### src/rtl/r_type_pkg.sv
// Shared encodings for the R-type sequencer: instruction fields, opcode/funct
// codes, ALU control words and the sequencer state enumeration.
package r_type_pkg;

  localparam logic [5:0] OPC_RTYPE = 6'h00;

  localparam logic [5:0] FUNCT_ADD = 6'h20;
  localparam logic [5:0] FUNCT_SUB = 6'h22;
  localparam logic [5:0] FUNCT_AND = 6'h24;
  localparam logic [5:0] FUNCT_OR  = 6'h25;
  localparam logic [5:0] FUNCT_NOR = 6'h27;
  localparam logic [5:0] FUNCT_SLT = 6'h2A;

  // {ALUOp[5:4], ALU op[3:0]} as consumed by the 64-bit ALU
  localparam logic [5:0] ALU_ADD = 6'b100010;
  localparam logic [5:0] ALU_SUB = 6'b100110;
  localparam logic [5:0] ALU_AND = 6'b100000;
  localparam logic [5:0] ALU_OR  = 6'b100001;
  localparam logic [5:0] ALU_NOR = 6'b101100;
  localparam logic [5:0] ALU_SLT = 6'b100111;

  typedef enum logic [2:0] {
    S_IDLE,
    S_DECODE,
    S_EXEC,
    S_WB,
    S_ERR
  } state_e;

  typedef struct packed {
    logic [5:0] opcode;
    logic [4:0] rs;
    logic [4:0] rt;
    logic [4:0] rd;
    logic [4:0] shamt;
    logic [5:0] funct;
  } rtype_t;

  // Only arithmetic ops can trap; logical ops and slt ignore the ALU overflow flag.
  function automatic logic ovf_checked(input logic [5:0] ctrl);
    return (ctrl == ALU_ADD) || (ctrl == ALU_SUB);
  endfunction

endpackage

### src/rtl/r_type_sequencer_if.sv
// Instruction handshake bundle between an instruction source and the sequencer.
interface r_type_sequencer_if;
  logic        in_valid;
  logic        in_ready;
  logic [31:0] instr;

  modport master (output in_valid, output instr, input in_ready);
  modport slave  (input in_valid, input instr, output in_ready);
endinterface

### src/rtl/rtype_decoder.sv
// Combinational R-type decoder: maps opcode/funct to an ALU control word and
// flags anything other than the six supported operations as illegal.
module rtype_decoder
  import r_type_pkg::*;
(
  input  logic [5:0] opcode,
  input  logic [5:0] funct,
  output logic [5:0] alu_ctrl,
  output logic       legal
);

  always_comb begin
    alu_ctrl = '0;
    legal    = 1'b0;
    if (opcode == OPC_RTYPE) begin
      legal = 1'b1;
      case (funct)
        FUNCT_ADD: alu_ctrl = ALU_ADD;
        FUNCT_SUB: alu_ctrl = ALU_SUB;
        FUNCT_AND: alu_ctrl = ALU_AND;
        FUNCT_OR:  alu_ctrl = ALU_OR;
        FUNCT_NOR: alu_ctrl = ALU_NOR;
        FUNCT_SLT: alu_ctrl = ALU_SLT;
        default:   legal    = 1'b0;
      endcase
    end
  end

endmodule

### src/rtl/r_type_sequencer.sv
// Four-cycle R-type instruction sequencer: accept, decode, execute on the
// external ALU, then write back (or trap/reject) with registered status pulses.
module r_type_sequencer
  import r_type_pkg::*;
(
  input  logic                clk,
  input  logic                rst_n,
  r_type_sequencer_if.slave   in_if,
  output logic [4:0]          rs_addr,
  output logic [4:0]          rt_addr,
  output logic [5:0]          alu_ctrl,
  input  logic                alu_zero,
  input  logic                alu_overflow,
  output logic                wr_en,
  output logic [4:0]          wr_addr,
  output logic                done,
  output logic                illegal,
  output logic                ovf_trap,
  output logic                zero_flag,
  output logic [15:0]         retired_cnt
);

  state_e      state_q, state_d;
  rtype_t      instr_q, instr_d;
  logic [4:0]  rs_addr_q, rs_addr_d;
  logic [4:0]  rt_addr_q, rt_addr_d;
  logic [4:0]  wr_addr_q, wr_addr_d;
  logic [5:0]  alu_ctrl_q, alu_ctrl_d;
  logic        in_ready_q, in_ready_d;
  logic        wr_en_q, wr_en_d;
  logic        done_q, done_d;
  logic        illegal_q, illegal_d;
  logic        ovf_trap_q, ovf_trap_d;
  logic        zero_flag_q, zero_flag_d;
  logic [15:0] retired_cnt_q, retired_cnt_d;

  logic [5:0]  dec_alu_ctrl;
  logic        dec_legal;
  logic        shamt_unused;

  rtype_decoder u_decoder (
    .opcode   (instr_q.opcode),
    .funct    (instr_q.funct),
    .alu_ctrl (dec_alu_ctrl),
    .legal    (dec_legal)
  );

  // Shift amount is carried in the word but no supported op consumes it.
  assign shamt_unused = ^instr_q.shamt;

  always_comb begin
    state_d       = state_q;
    instr_d       = instr_q;
    rs_addr_d     = rs_addr_q;
    rt_addr_d     = rt_addr_q;
    wr_addr_d     = wr_addr_q;
    alu_ctrl_d    = alu_ctrl_q;
    wr_en_d       = 1'b0;
    done_d        = 1'b0;
    illegal_d     = 1'b0;
    ovf_trap_d    = 1'b0;
    zero_flag_d   = zero_flag_q;
    retired_cnt_d = retired_cnt_q;

    case (state_q)
      S_IDLE: begin
        if (in_if.in_valid) begin
          instr_d = in_if.instr;
          state_d = S_DECODE;
        end
      end
      S_DECODE: begin
        if (dec_legal) begin
          rs_addr_d  = instr_q.rs;
          rt_addr_d  = instr_q.rt;
          wr_addr_d  = instr_q.rd;
          alu_ctrl_d = dec_alu_ctrl;
          state_d    = S_EXEC;
        end else begin
          illegal_d = 1'b1;
          state_d   = S_ERR;
        end
      end
      S_EXEC: begin
        // Status pulses are computed here so they are registered into WB.
        zero_flag_d = alu_zero;
        if (alu_overflow && ovf_checked(alu_ctrl_q)) begin
          ovf_trap_d = 1'b1;
        end else begin
          done_d        = 1'b1;
          wr_en_d       = (wr_addr_q != 5'd0);
          retired_cnt_d = retired_cnt_q + 16'd1;
        end
        state_d = S_WB;
      end
      S_WB:    state_d = S_IDLE;
      S_ERR:   state_d = S_IDLE;
      default: state_d = S_IDLE;
    endcase

    in_ready_d = (state_d == S_IDLE);
  end

  always_ff @(posedge clk or negedge rst_n) begin
    if (!rst_n) begin
      state_q       <= S_IDLE;
      instr_q       <= '0;
      rs_addr_q     <= '0;
      rt_addr_q     <= '0;
      wr_addr_q     <= '0;
      alu_ctrl_q    <= '0;
      in_ready_q    <= 1'b1;
      wr_en_q       <= 1'b0;
      done_q        <= 1'b0;
      illegal_q     <= 1'b0;
      ovf_trap_q    <= 1'b0;
      zero_flag_q   <= 1'b0;
      retired_cnt_q <= '0;
    end else begin
      state_q       <= state_d;
      instr_q       <= instr_d;
      rs_addr_q     <= rs_addr_d;
      rt_addr_q     <= rt_addr_d;
      wr_addr_q     <= wr_addr_d;
      alu_ctrl_q    <= alu_ctrl_d;
      in_ready_q    <= in_ready_d;
      wr_en_q       <= wr_en_d;
      done_q        <= done_d;
      illegal_q     <= illegal_d;
      ovf_trap_q    <= ovf_trap_d;
      zero_flag_q   <= zero_flag_d;
      retired_cnt_q <= retired_cnt_d;
    end
  end

  assign in_if.in_ready = in_ready_q;
  assign rs_addr        = rs_addr_q;
  assign rt_addr        = rt_addr_q;
  assign wr_addr        = wr_addr_q;
  assign alu_ctrl       = alu_ctrl_q;
  assign wr_en          = wr_en_q;
  assign done           = done_q;
  assign illegal        = illegal_q;
  assign ovf_trap       = ovf_trap_q;
  assign zero_flag      = zero_flag_q;
  assign retired_cnt    = retired_cnt_q;

endmodule

### src/flat_wrapper.sv
// flat-port wrapper written by rule: the top's interface ports become plain ports
module r_type_sequencer_flat import r_type_pkg::*;
  (clk, rst_n, rs_addr, rt_addr, alu_ctrl, alu_zero, alu_overflow, wr_en, wr_addr, done, illegal, ovf_trap, zero_flag, retired_cnt, in_if_in_valid, in_if_instr, in_if_in_ready);
  r_type_sequencer_if in_if_i ();
  input  logic clk;
  input  logic rst_n;
  output logic [4:0] rs_addr;
  output logic [4:0] rt_addr;
  output logic [5:0] alu_ctrl;
  input  logic alu_zero;
  input  logic alu_overflow;
  output logic wr_en;
  output logic [4:0] wr_addr;
  output logic done;
  output logic illegal;
  output logic ovf_trap;
  output logic zero_flag;
  output logic [15:0] retired_cnt;
  input wire logic [$bits(in_if_i.in_valid)-1:0] in_if_in_valid;
  input wire logic [$bits(in_if_i.instr)-1:0] in_if_instr;
  output wire logic [$bits(in_if_i.in_ready)-1:0] in_if_in_ready;
  assign in_if_i.in_valid = in_if_in_valid;
  assign in_if_i.instr = in_if_instr;
  assign in_if_in_ready = in_if_i.in_ready;
  r_type_sequencer u_core (.clk(clk), .rst_n(rst_n), .in_if(in_if_i), .rs_addr(rs_addr), .rt_addr(rt_addr), .alu_ctrl(alu_ctrl), .alu_zero(alu_zero), .alu_overflow(alu_overflow), .wr_en(wr_en), .wr_addr(wr_addr), .done(done), .illegal(illegal), .ovf_trap(ovf_trap), .zero_flag(zero_flag), .retired_cnt(retired_cnt));
endmodule
### config.mk
export PLATFORM = sky130hd
export DESIGN_NAME = r_type_sequencer_flat
export DESIGN_NICKNAME = d
export VERILOG_FILES = /design/src/rtl/r_type_pkg.sv /design/src/rtl/r_type_sequencer_if.sv /design/src/rtl/rtype_decoder.sv /design/src/rtl/r_type_sequencer.sv /design/src/flat_wrapper.sv
export SDC_FILE = /design/constraint.sdc
export NUM_CORES = 1
export LEC_CHECK = 0
export CORE_MARGIN = 2
export CORE_UTILIZATION = 48
export CTS_CLUSTER_SIZE = 8
export DETAILED_ROUTE_END_ITERATION = 10
export PLACE_DENSITY = 0.8
export SYNTH_ARGS = -nofsm -noshare
export SYNTH_HDL_FRONTEND = slang
export SYNTH_SLANG_ARGS = --single-unit
export TNS_END_PERCENT = 5
### constraint.sdc
create_clock -name clk -period 2 [get_ports clk]
set_input_delay 0.4 -clock clk [delete_from_list [all_inputs] [get_ports clk]]
set_output_delay 0.4 -clock clk [all_outputs]
set_load 0.01 [all_outputs]
After elaboration in Yosys (flattened, before gate mapping)
Index checks and enable logic that the tools add are counted.
Storage, ports and cells
  flip-flop bits (word level): 73
  latch bits: 0
  RAM bits: 0
  memory bits (read-only): 0
  input port bits: 37
  output and inout bits: 43
  logic and storage cells: 54
  memories kept: 0
Operators by class
  add/sub/neg operators: 1
  $mul: 0
  divide/modulo/power cells: 0
  magnitude comparators: 0
  equal/unequal tests: 10
  shifts and indexed selects: 0
  muxes and demuxes: 15
  bitwise gates (word level): 1
  reduce and logical (&&, ||, !) cells: 10
Operators with widths (number)
  $eq 6x6->1 const B: 8
  $pmux 6 s6: 1
  $add 16x1->16 const B: 1
  $mux 1: 10
  $pmux 3 s3: 1
  $logic_not 3->1: 2
  $logic_not 6->1: 1
  $mux 3: 2
  $mux 6: 1
  $reduce_and 2->1: 3
  $reduce_or 6->1: 1
  $reduce_bool 5->1: 1
  $eq 3x1->1 const B: 1
  $eq 3x2->1 const B: 1
  $logic_and 1x1->1: 1
  $logic_or 1x1->1: 1
  $not 1->1: 1

Depth between registers and ports, before layout
Gate-level depths: netlist of the first run.
  depth in word-level cells: 7
  gate-level depth with buffers: 5
  depth with buffers taken out: 5

Cells and area by module
A second synthesis of the first run with hierarchy kept.
Unflattened totals
  cell total of the unflattened synthesis: 209
  area, all modules: 3030.4 um^2
Modules (own cells, without submodules)
  r_type_sequencer: times used 1, cells each 190, area each 2887.8 um^2, seq. area each 1828.0 um^2
  rtype_decoder: times used 1, cells each 19, area each 142.6 um^2, seq. area each 0.0 um^2

Worst setup path after synthesis of the first run
OpenSTA, ideal clock, no wires.
  path kind: register to register
  start: reg u_core.instr_q[4] (netlist name)
  end: reg u_core.rs_addr_q[1] (netlist: u_core.rs_addr[1])
  library setup time: 0.125 ns
  arrival time: 1.596 ns
  data required time: 1.875 ns
  setup slack: 0.280 ns
  cell stages (with the launch flop): 6
  path buffers: 1
  clock period less this slack: 1.720 ns
  cells stage by stage: dfrtp_1 nor2b_1 o21ai_0 nor4_2 buf_2 mux2_2
On the way
  cells in the longest elaborated chain, start to end: 5
  elaborated cells between the ends (all ways): 10
  classes of those cells: 6 x eq/ne; 2 x mux; 2 x reduce/logical
Ends and longest elaborated chain
  from (decl): RTL line r_type_sequencer.sv:24  | rtype_t instr_q, instr_d;
  from (signal assigned): RTL line r_type_sequencer.sv:121  | instr_q <= instr_d;
  $eq 6x6->1: RTL line rtype_decoder.sv:17  | case (funct)
  $reduce_or 6->1 (no source line) (*)
  $mux 1 (*): RTL line rtype_decoder.sv:17
  $mux 1 (*): RTL line rtype_decoder.sv:15  | if (opcode == OPC_RTYPE) begin
  $reduce_and 2->1 (no source line) (*)
  to (signal assigned): RTL line r_type_sequencer.sv:122  | rs_addr_q <= rs_addr_d;
  to (decl): RTL line r_type_sequencer.sv:25  | logic [4:0] rs_addr_q, rs_addr_d;
Every way passes the cells marked *; elsewhere a longest branch is shown, timed or not.
A chain may end at the register's enable or synchronous reset.

Final worst setup path of the first run
  start: reg u_core.instr_q[4] (netlist name)
  end: reg u_core.rt_addr_q[0] (netlist: u_core.rt_addr[0])
On the way
  cells in the longest elaborated chain, start to end: 5
  elaborated cells between the ends (all ways): 10
  classes of those cells: 6 x eq/ne; 2 x mux; 2 x reduce/logical
Ends and longest elaborated chain
  $eq 6x6->1: RTL line rtype_decoder.sv:17
  $reduce_or 6->1 (no source line) (*)
  $mux 1 (*): RTL line rtype_decoder.sv:17
  $mux 1 (*): RTL line rtype_decoder.sv:15
  $reduce_and 2->1 (no source line) (*)
  to (signal assigned): RTL line r_type_sequencer.sv:123  | rt_addr_q <= rt_addr_d;
  to (decl): RTL line r_type_sequencer.sv:26  | logic [4:0] rt_addr_q, rt_addr_d;
Marks and branches as above.

==> results of run 1 <==
==> final cells by class <==
| cell class | instances | area [µm²] |
|---|---|---|
| clock inverters | 4 | 45.04 |
| well taps | 75 | 93.84 |
| flip-flops and latches | 72 | 1803 |
| repair buffers | 80 | 805.8 |
| fillers | 439 | 1898 |
| clock buffers | 11 | 141.4 |
| multi-input cells | 131 | 1080 |
| inverters | 5 | 18.77 |
==> sequential cells by signal, summed over array words and instances, names as in the netlist <==
register	cells
u_core.instr_q	27
u_core.alu_ctrl	5
u_core.ovf_trap	1
u_core.wr_addr	5
u_core.in_if.in_ready	1
u_core.done	1
u_core.rs_addr	5
u_core.retired_cnt	16
u_core.zero_flag	1
u_core.rt_addr	5
u_core.illegal	1
u_core.wr_en	1
u_core.state_q	3
==> logic make-up after synthesis <==
logic type / Yosys count / synth area share [%]
DFF: 72 / 61.69
and+or+nand+nor: 58 / 10.92
muxes: 46 / 17.68
xor gates and xnor gates: 15 / 4.495
buffers and inverters: 12 / 1.883
AOI/OAI and AO/OA: 10 / 2.783
adders and majority gates: 1 / 0.4280
other: 1 / 0.1283
==> report_power, final <==
group	switching [µW]	internal [µW]
Clock	497	597
Combinational	211	326
Sequential	126	1660
Total	835	2580
==> worst max-delay path: stages (launching register included) <==
cell and delay (ns):
dfrtp_1 0.38, nor2b_1 0.18, o21ai_0 0.20, nor4_4 0.33
buf_4 0.26, mux2_2 0.36
==> layer usage <==
metal	global-route usage [%]	vias to the layer above	part of all wire (%)
met2	32.44	56	52
met4	9.000	0	2.0
li1	-	917	-
met3	6.264	10	5.1
met5	0	-	0
met1	22.50	948	41
==> layout by cell type, fill, tap and decap left out, types with 4 or more instances in the layout <==
cell / count
xnor2_1: 6
nand3_1: 4
mux2_2: 45
clkdlybuf4s50_1: 72
dfrtp_1: 71
nand2_1: 13
xor2_1: 9
nor3_1: 6
buf_4: 6
nand4_1: 4
nor2_1: 12
clkbuf_8: 10
inv_1: 5
==> path summary, 6_finish.rpt <==
check,start,depth (start not counted),slack [ns],end
hold reg to reg,u_core.retired_cnt[15]$_DFFE_PN0P_,1,0.49,u_core.retired_cnt[15]$_DFFE_PN0P_
max in group asynchronous,rst_n,2,1.42,u_core.instr_q[26]$_DFFE_PN0P_
setup reg to reg,u_core.instr_q[4]$_DFFE_PN0P_,5,0.18,u_core.rt_addr[0]$_DFFE_PN0N_
hold / removal,rst_n,1,0.02,u_core.rt_addr[4]$_DFFE_PN0N_
setup / recovery,u_core.instr_q[4]$_DFFE_PN0P_,5,0.18,u_core.rt_addr[0]$_DFFE_PN0N_
min in group clk,u_core.retired_cnt[15]$_DFFE_PN0P_,1,0.49,u_core.retired_cnt[15]$_DFFE_PN0P_
==> per-stage QoR <==
stage / cell area (µm²) / std cells / hold slack [ns] / setup slack, ns / power [µW]
floorplan: 2923 / 215 / 0.1044 / 0.2797 / 2089
global placement: 3801 / 363 / 0.3920 / 0.04958 / 2327
detailed placement: 3801 / 363 / 0.3937 / 0.05769 / 2360
CTS: 3988 / 378 / 0.02666 / 0.1482 / 3463
global route: 3988 / 378 / 0.03120 / 0.06915 / 3606
finish: 3988 / 378 / 0.01919 / 0.1757 / 3415
==> run metrics, run 1 <==
Post-synth EDFFs=0; Final Hold Viols=0; Post-Synthesis Cells=~220; total grt overflow=0; Setup Fix Bufs, Post-CTS=0; synth-to-layout area growth=36.43%; via count=a little under 2000; main flop type after synthesis=dfrtp_1; RSZ-0062 raised after global routing=false; CTS tree=done; dominant cell type by area after synthesis=dfrtp_1; Num CTS Buffers=9; top post-synthesis cells by area=dfrtp_1, mux2_2, xor2_1; top post-synthesis cells by count=dfrtp_1, mux2_2, nand2_1, nor2_1, xor2_1; largest net degree at the start of global routing=38; critical path fanouts, max=12; final clock period utilization by the worst path=around nine tenths; CTS Sinks=approximately 70; initial core utilization=roughly 50%; MaxCap Viol Count=0; # IOs=80; VDD IR max=~560 µV; post-synth top area share=roughly three fifths; Hold-fix buffers, CTS=0; # DRC=0; area of the core=5886 µm²; Root Driver=clkbuf_8; Antenna Violating Nets Remaining=0; run status=completed; Synth Net Count=253; sequential share of the synthesized area=61.69%; DIE AREA=~6700 µm²; Max H-tree Level=3; clk_lat worst skew=0.34 ns; gr usage total=roughly 19%; Vias per Instance=between 5 and 6; WP data arrival=2.04 ns; Setup Viol. Count Final=0; yosys warns=0; first-pass GRT wire length=9466 µm; Initial DRC Count=69; area of the mapped netlist=2923 µm²; sum of negative setup slack=0 ns; die span in y=around 82 µm; vias in the first global route=about 2100; Routed WL per cell=between 10 and 15 µm; Worst Path Required=roughly 2.2 ns; #FFs+latches synth=just over 70; nets=337; Clk pin slew, worst setup/hold paths=roughly 0.07 ns; share of cells above drive strength 1=about a quarter; Max clock buf depth=2; minimum clock period=~1.8 ns; Final Skew=0.007690 ns; IO buf count=73; DP HPWL=about 4000 µm; final RePlAce weighted congestion=between 0.7 and 0.8; Final Util=between 60% and 70%; static leakage=0.001664 µW; antenna violations before repair=0; DR pass1 iterations=4; n_diodes=0; Slew Viols, Final=0; maximum clock frequency=approximately 0.55 GHz; async set or reset register ratio after synthesis=between 90% and 100%; Rows=28; syn_area_per_cell=between 10 and 15 µm²; drt total wl=approximately 5600 µm; worst setup path class=flip-flop to flip-flop; worst hold path class=input pin to asynchronous set/reset pin; Power Density=around 860 nW/µm²; crit path capture type=flip-flop; cts repair resizes=0; Setup crit start kind=flip-flop; post-synth cell types=39; Die Span X=82.04 µm; most frequent cell after synthesis=dfrtp_1
No activity file was read; power rests on OpenSTA's default activity.
==> run 2, diff against run 1 <==
--- a/config.mk
+++ b/config.mk
@@ -10,6 +10,8 @@
 export CTS_CLUSTER_SIZE = 8
 export DETAILED_ROUTE_END_ITERATION = 10
 export PLACE_DENSITY = 0.8
+export SETUP_SLACK_MARGIN = 0.3
+export SLEW_MARGIN = 20
 export SYNTH_ARGS = -nofsm -noshare
 export SYNTH_HDL_FRONTEND = slang
 export SYNTH_SLANG_ARGS = --single-unit
==> run metrics, run 2 (synthesized netlist as in run 1, its figures left out) <==
buffers and inverters on the worst path=1 (unchanged); vias in the first global route=2186 (+4.3%); Rows=28 (unchanged); # DRC=0 (unchanged); IO buf count=73 (unchanged); Final Skew=0.008854 ns (+0.001164 ns); Biggest register=u_core.instr_q; Setup Viol. Count Final=0 (unchanged); WP data arrival=1.39 ns (-0.65 ns); Routed WL per cell=15.55 µm (+5.7%); clk_lat worst skew=0.34 ns (about the same); nets=342 (+1.5%); RSZ-0062 raised after global routing=true; Cell Area, Placed=3801 µm² (unchanged); Clk pin slew, worst setup/hold paths=0.07 ns (about the same); critical path fanouts, max=1 (-11); Worst Path Required=1.60 ns (-0.62 ns); die span in y=82.04 µm (unchanged); crit path cell chain=clkdlybuf4s50_1; Setup crit start kind=flip-flop; MaxCap Viol Count=0 (unchanged); share of cells above drive strength 1=27.27% (+1.5 points); Final Hold Viols=0 (unchanged); run status=completed; commonest cells after routing, fill and taps aside=clkdlybuf4s50_1, dfrtp_1, mux2_2; maximum clock frequency=0.5602 GHz (+2.2%); Hold-fix buffers, CTS=0 (unchanged); antenna violations before repair=0 (unchanged); capturing point of the worst reg2reg path=u_core.rt_addr[2]$_DFFE_PN0N_; Root Driver=clkbuf_8; crit path capture type=output port; # IOs=80 (unchanged); n_diodes=0 (unchanged); FF-to-FF Start=u_core.instr_q[4]$_DFFE_PN0P_; area of the core=5886 µm² (unchanged); static leakage=0.001718 µW (+3.2%); Crit path max-delay family=flip-flops; CTS tree=done; via count=1991 (+3.1%); worst setup path class=flip-flop to output port; largest net degree at the start of global routing=38 (unchanged); DIE AREA=6730 µm² (unchanged); Die Span X=82.04 µm (unchanged); minimum clock period=1.785 ns (-0.03910 ns); max reg flops=27 (unchanged); Fillers=424 (-3.4%); Slew Viols, Final=0 (unchanged); r2r setup slk=0.23 ns (+0.05 ns); commonest non-fill, non-tap cell in the layout=clkdlybuf4s50_1; CTS Sinks=72 (unchanged); CP Launch Point=u_core.in_if.in_ready$_DFF_PN1_; gr usage total=20.46% (+1.1 points); Max H-tree Level=3 (unchanged); post-route cell area=4141 µm² (+3.9%); final RePlAce weighted congestion=0.7377 (unchanged); final clock period utilization by the worst path=89.26% (-2.0 points); total grt overflow=0 (unchanged); Vias per Instance=5.198 (+1.8%); CP max stage delay=0.52 ns (+0.14 ns); VDD IR max=586.2 µV (+4.0%); sum of negative setup slack=0 ns (unchanged); synth-to-layout area growth=41.70%; DR pass1 iterations=4 (unchanged); drt total wl=5955 µm (+7.1%); Num CTS Buffers=9 (unchanged); Antenna Violating Nets Remaining=0 (unchanged); Initial DRC Count=60 (-13%); Max clock buf depth=2 (unchanged); hold_ws=0.009182 ns (-0.01001 ns); Power Density=837.1 nW/µm² (-2.3%); R2R cell count=6 (+1); first-pass GRT wire length=10020 µm (+5.8%); DP HPWL=4088 µm (unchanged); Final Util=70.37% (+2.6 points); initial core utilization=49.66% (unchanged); Slowest-stage cell, CP=dfstp_2; worst hold path class=input pin to asynchronous set/reset pin
==> run 2: cell count changes in the layout (fill, tap and decap cells not counted), sizes merged <==
cell,change
buf,+5
==> run 2: per-stage QoR <==
step | worst slack, ns | power (µW) | instances
floorplan | 0.2797 | 2089 | 215
global placement | 0.04958 | 2327 | 363
detailed placement | 0.05769 | 2360 | 363
CTS | 0.1658 | 3496 | 383
global route | 0.1517 | 3646 | 383
finish | 0.2148 | 3467 | 383
==> run 2: report_power, final <==
group,leakage (µW),switching [µW],internal [µW]
clock,0.0000989,506,597
sequential,0.000885,140,1660
combinational,0.000734,218,348
==> run 2: worst max-delay path by stage <==
| stage | slack [ns] | to | cells past startpoint |
|---|---|---|---|
| 2_1_floorplan | 0.28 | u_core.rs_addr[1]$_DFFE_PN0N_ | 5 |
| 3_3_place_gp | 0.05 | u_core.retired_cnt[15]$_DFFE_PN0P_ | 5 |
| 3_5_place_dp | 0.06 | u_core.retired_cnt[15]$_DFFE_PN0P_ | 5 |
| 4_1_cts | 0.17 | u_core.rt_addr[1]$_DFFE_PN0N_ | 6 |
| 5_1_grt | 0.15 | u_core.rt_addr[2]$_DFFE_PN0N_ | 6 |
| 6_report | 0.21 | in_if_in_ready | 1 |
==> run 2: layer usage <==
layer	up-vias	track usage (%)	share of wire [%]
met2	54	35.28	52
met3	10	6.264	5.0
li1	928	-	-
met5	-	0	0
met4	0	9.167	1.8
met1	999	23.29	41
==> run 2: cell type report <==
| cell class | instances | area (µm²) | share of cell area, % |
|---|---|---|---|
| clock inverters | 4 | 45.04 | 1.088 |
| repair buffers | 85 | 889.6 | 21.48 |
| flip-flops and latches | 72 | 1803 | 43.53 |
| well taps | 75 | 93.84 | 2.266 |
| multi-input cells | 131 | 1150 | 27.76 |
| clock buffers | 11 | 141.4 | 3.414 |
| inverters | 5 | 18.77 | 0.4532 |
==> run 2: what timing repair did <==
action                                  4_1_cts  5_1_grt
endpoints found under the hold margin         0        0
buffers inserted                              3        0
endpoints found under the setup margin       33       54
gates resized for setup                      27        1
pin swaps                                     3        3
cloned                                        2        0
==> run 3, diff against run 2 <==
--- a/config.mk
+++ b/config.mk
@@ -5,14 +5,17 @@
 export SDC_FILE = /design/constraint.sdc
 export NUM_CORES = 1
 export LEC_CHECK = 0
+export CORE_ASPECT_RATIO = 1.75
 export CORE_MARGIN = 2
 export CORE_UTILIZATION = 48
 export CTS_CLUSTER_SIZE = 8
 export DETAILED_ROUTE_END_ITERATION = 10
-export PLACE_DENSITY = 0.8
+export GPL_ROUTABILITY_DRIVEN = 0
+export PLACE_DENSITY = 0.79
 export SETUP_SLACK_MARGIN = 0.3
 export SLEW_MARGIN = 20
 export SYNTH_ARGS = -nofsm -noshare
 export SYNTH_HDL_FRONTEND = slang
+export SYNTH_HIERARCHICAL = 1
 export SYNTH_SLANG_ARGS = --single-unit
 export TNS_END_PERCENT = 5
==> run metrics, run 3 <==
Synth Net Count=247 (-2.4%); via count=1979 (-0.60%); share of cells above drive strength 1=30.00% (+2.7 points); nets=334 (-2.3%); hold_ws=0.07124 ns (+0.06205 ns); first-pass GRT wire length=9466 µm (-5.5%); Max H-tree Level=3 (unchanged); yosys warns=6 (+6); slack of the critical path=0.09189 ns (-0.1229 ns); Hold-fix buffers, CTS=0 (unchanged); met3 wire len=279 µm (-6.4%); crit path capture type=flip-flop; worst hold path class=input pin to asynchronous set/reset pin; gr usage total=18.15% (-2.3 points); Setup Viol. Count Final=0 (unchanged); largest net degree at the start of global routing=74 (+95%); Slowest-stage cell, CP=dfrtp_1; crit path cell chain=nor4b_4 -> nand3_2 -> a21oi_2 -> and3_4 -> buf_16 -> mux2_4; max reg flops=27 (unchanged); Max clock buf depth=2 (unchanged); #FFs+latches synth=73 (+1.4%); buffers and inverters on the worst path=1 (unchanged); Power Density=807.8 nW/µm² (-3.5%); VDD IR max=614.0 µV (+4.8%); Root Driver=clkbuf_8; DIE AREA=6990 µm² (+3.9%); Worst Path Required=2.23 ns (+0.63 ns); Vias per Instance=5.208 (+0.18%); IO buf count=74 (+1.4%); async set or reset register ratio after synthesis=100.0% (unchanged); dominant cell type by area after synthesis=dfrtp_1; final clock period utilization by the worst path=95.41% (+6.1 points); CTS Sinks=73 (+1.4%); initial core utilization=49.41% (-0.25 points); Sw Share=23.80% (-1.1 points); Top Layer Used=met4; area of the core=6133 µm² (+4.2%); internal power=2619 µW (+0.64%); Biggest register=u_core/instr_q; dpl ws=0.02218 ns (-0.03551 ns); Post-synth EDFFs=0 (unchanged); Sequential Power Share=52.7% (+0.9 points); sequential share of the synthesized area=60.32% (-1.4 points); maximum clock frequency=0.5241 GHz (-6.4%); DR pass1 iterations=4 (unchanged); most frequent cell after synthesis=dfrtp_1; NetSw=818.2 µW (-5.3%); # DRC=0 (unchanged); Slew Viols, Final=0 (unchanged); Final Hold Viols=0 (unchanged); n_diodes=0 (unchanged); top post-synthesis cells by count=dfrtp_1, mux2_2, xnor2_1, nand3_1, nor2_1; antenna violations before repair=0 (unchanged); Clk pin slew, worst setup/hold paths=0.07 ns (about the same); commonest non-fill, non-tap cell in the layout=clkdlybuf4s50_1; vias in the first global route=1995 (-8.7%); minimum clock period=1.908 ns (+0.1229 ns); CP max stage delay=0.41 ns (-0.11 ns); Post-Synthesis Cells=209 (-2.8%); sum of negative setup slack=0 ns (unchanged); RSZ-0062 raised after global routing=true; Num CTS Buffers=9 (unchanged); Slew headroom=60.72%; run status=completed; post-route cell area=4255 µm² (+2.7%); Initial DRC Count=129 (+110%); DP HPWL=3980 µm (-2.7%); WL met2=3217 µm (+3.1%); Die Span X=64.07 µm (-22%); die span in y=109.1 µm (+33%); commonest cells after routing, fill and taps aside=clkdlybuf4s50_1, dfrtp_1, mux2_2; drt total wl=5949 µm (-0.10%); post-synth top area share=59.45% (-1.3 points); Routed met1 length=2337 µm (-3.7%); synth-to-layout area growth=40.42%; static leakage=0.001842 µW (+7.2%); top post-synthesis cells by area=dfrtp_1, mux2_2, xnor2_1; Comb power frac=14.4% (-1.9 points); Final Skew=0.009684 ns (+0.0008295 ns); Routed WL per cell=15.66 µm (+0.69%); critical path fanouts, max=11 (+10); clock share of power=33.0% (+1.2 points); # IOs=80 (unchanged); WP data arrival=2.14 ns (+0.75 ns); syn_area_per_cell=14.50 µm² (+6.7%); Antenna Violating Nets Remaining=0 (unchanged); main flop type after synthesis=dfrtp_1; post-synth cell types=39 (unchanged); Cell Area, Placed=3968 µm² (+4.4%); worst setup path class=flip-flop to flip-flop; CTS tree=done; Setup crit start kind=flip-flop; area of the mapped netlist=3030 µm² (+3.7%); clk_lat worst skew=0.34 ns (about the same); measured slew at the worst slew-check pin=0.5857 ns; Crit path max-delay family=simple AND/OR/NAND/NOR gates; MaxCap Viol Count=0 (unchanged); Rows=38 (+36%); total grt overflow=0 (unchanged)
[run 3: cell types whose count changed in the layout (fill, tap and decap cells not counted), sizes merged, moves of 3 or more]
cell / previous run / this run
and3: 2 / 8
buf: 13 / 10
inv: 5 / 1
mux2: 45 / 50
nand2: 13 / 4
nand3: 4 / 7
nor2: 12 / 7
nor3: 6 / 3
xnor2: 6 / 11
xor2: 9 / 4
[run 3: cell type report]
cell class	count	area (µm²)
fillers	421	1878
multi-input cells	127	1242
clock buffers	12	155.1
flip-flops and latches	73	1828
inverters	1	3.754
repair buffers	84	885.9
clock inverters	3	40.04
well taps	80	100.1
[run 3: routing by layer]
layer / vias to the layer above / global-route usage (%)
met5: - / 0
met4: 0 / 9.783
met3: 10 / 4.438
met2: 60 / 30.73
met1: 996 / 20.98
li1: 913 / -
[run 3: kinds of logic after synthesis]
logic type | synth area share, %
flops | 60.32
mux | 18.58
xor+xnor | 4.583
compound gates | 2.065
fa+ha+maj | 0.4128
simple gates | 12.18
buf+inv | 1.734
other cells | 0.1237
[run 3: power by group through the flow]
stage | logic [µW] | registers (µW) | clock network [µW]
after floorplan | 291 | 1810 | 0
after global placement | 466 | 1830 | 0
after detailed placement | 480 | 1840 | 0
after CTS | 487 | 1810 | 1160
after global routing | 535 | 1840 | 1230
final | 494 | 1810 | 1130
[run 3: repair_timing]
| action | CTS | global route |
|---|---|---|
| resized for setup | 3 | 3 |
| cloned | 1 | 1 |
| pin swaps | 2 | 3 |
| buffers inserted | 1 | 2 |
| setup endpoints to repair | 38 | 53 |
| endpoints found under the hold margin | 0 | 0 |
[run 3: stage by stage]
step | total power (µW) | util [%] | cells
2_1_floorplan | 2101 | - | 209
3_3_place_gp | 2292 | 64.69 | 360
3_5_place_dp | 2320 | 64.69 | 360
4_1_cts | 3458 | 68.52 | 377
5_1_grt | 3603 | 69.38 | 380
6_report | 3437 | 69.38 | 380
[run 3: final timing paths]
check | from | to | slack (ns) | cells past startpoint
max | u_core/instr_q[27]$_DFFE_PN0P_ | u_core/alu_ctrl[3]$_DFFE_PN0N_ | 0.09 | 6
min | rst_n | u_core/retired_cnt[4]$_DFFE_PN0P_ | 0.07 | 2
max reg2reg | u_core/instr_q[27]$_DFFE_PN0P_ | u_core/alu_ctrl[3]$_DFFE_PN0N_ | 0.09 | 6
min reg2reg | u_core/retired_cnt[15]$_DFFE_PN0P_ | u_core/retired_cnt[15]$_DFFE_PN0P_ | 0.48 | 1
max in group asynchronous | rst_n | u_core/in_if.in_ready$_DFF_PN1_ | 1.59 | 2
min in group clk | u_core/retired_cnt[15]$_DFFE_PN0P_ | u_core/retired_cnt[15]$_DFFE_PN0P_ | 0.48 | 1
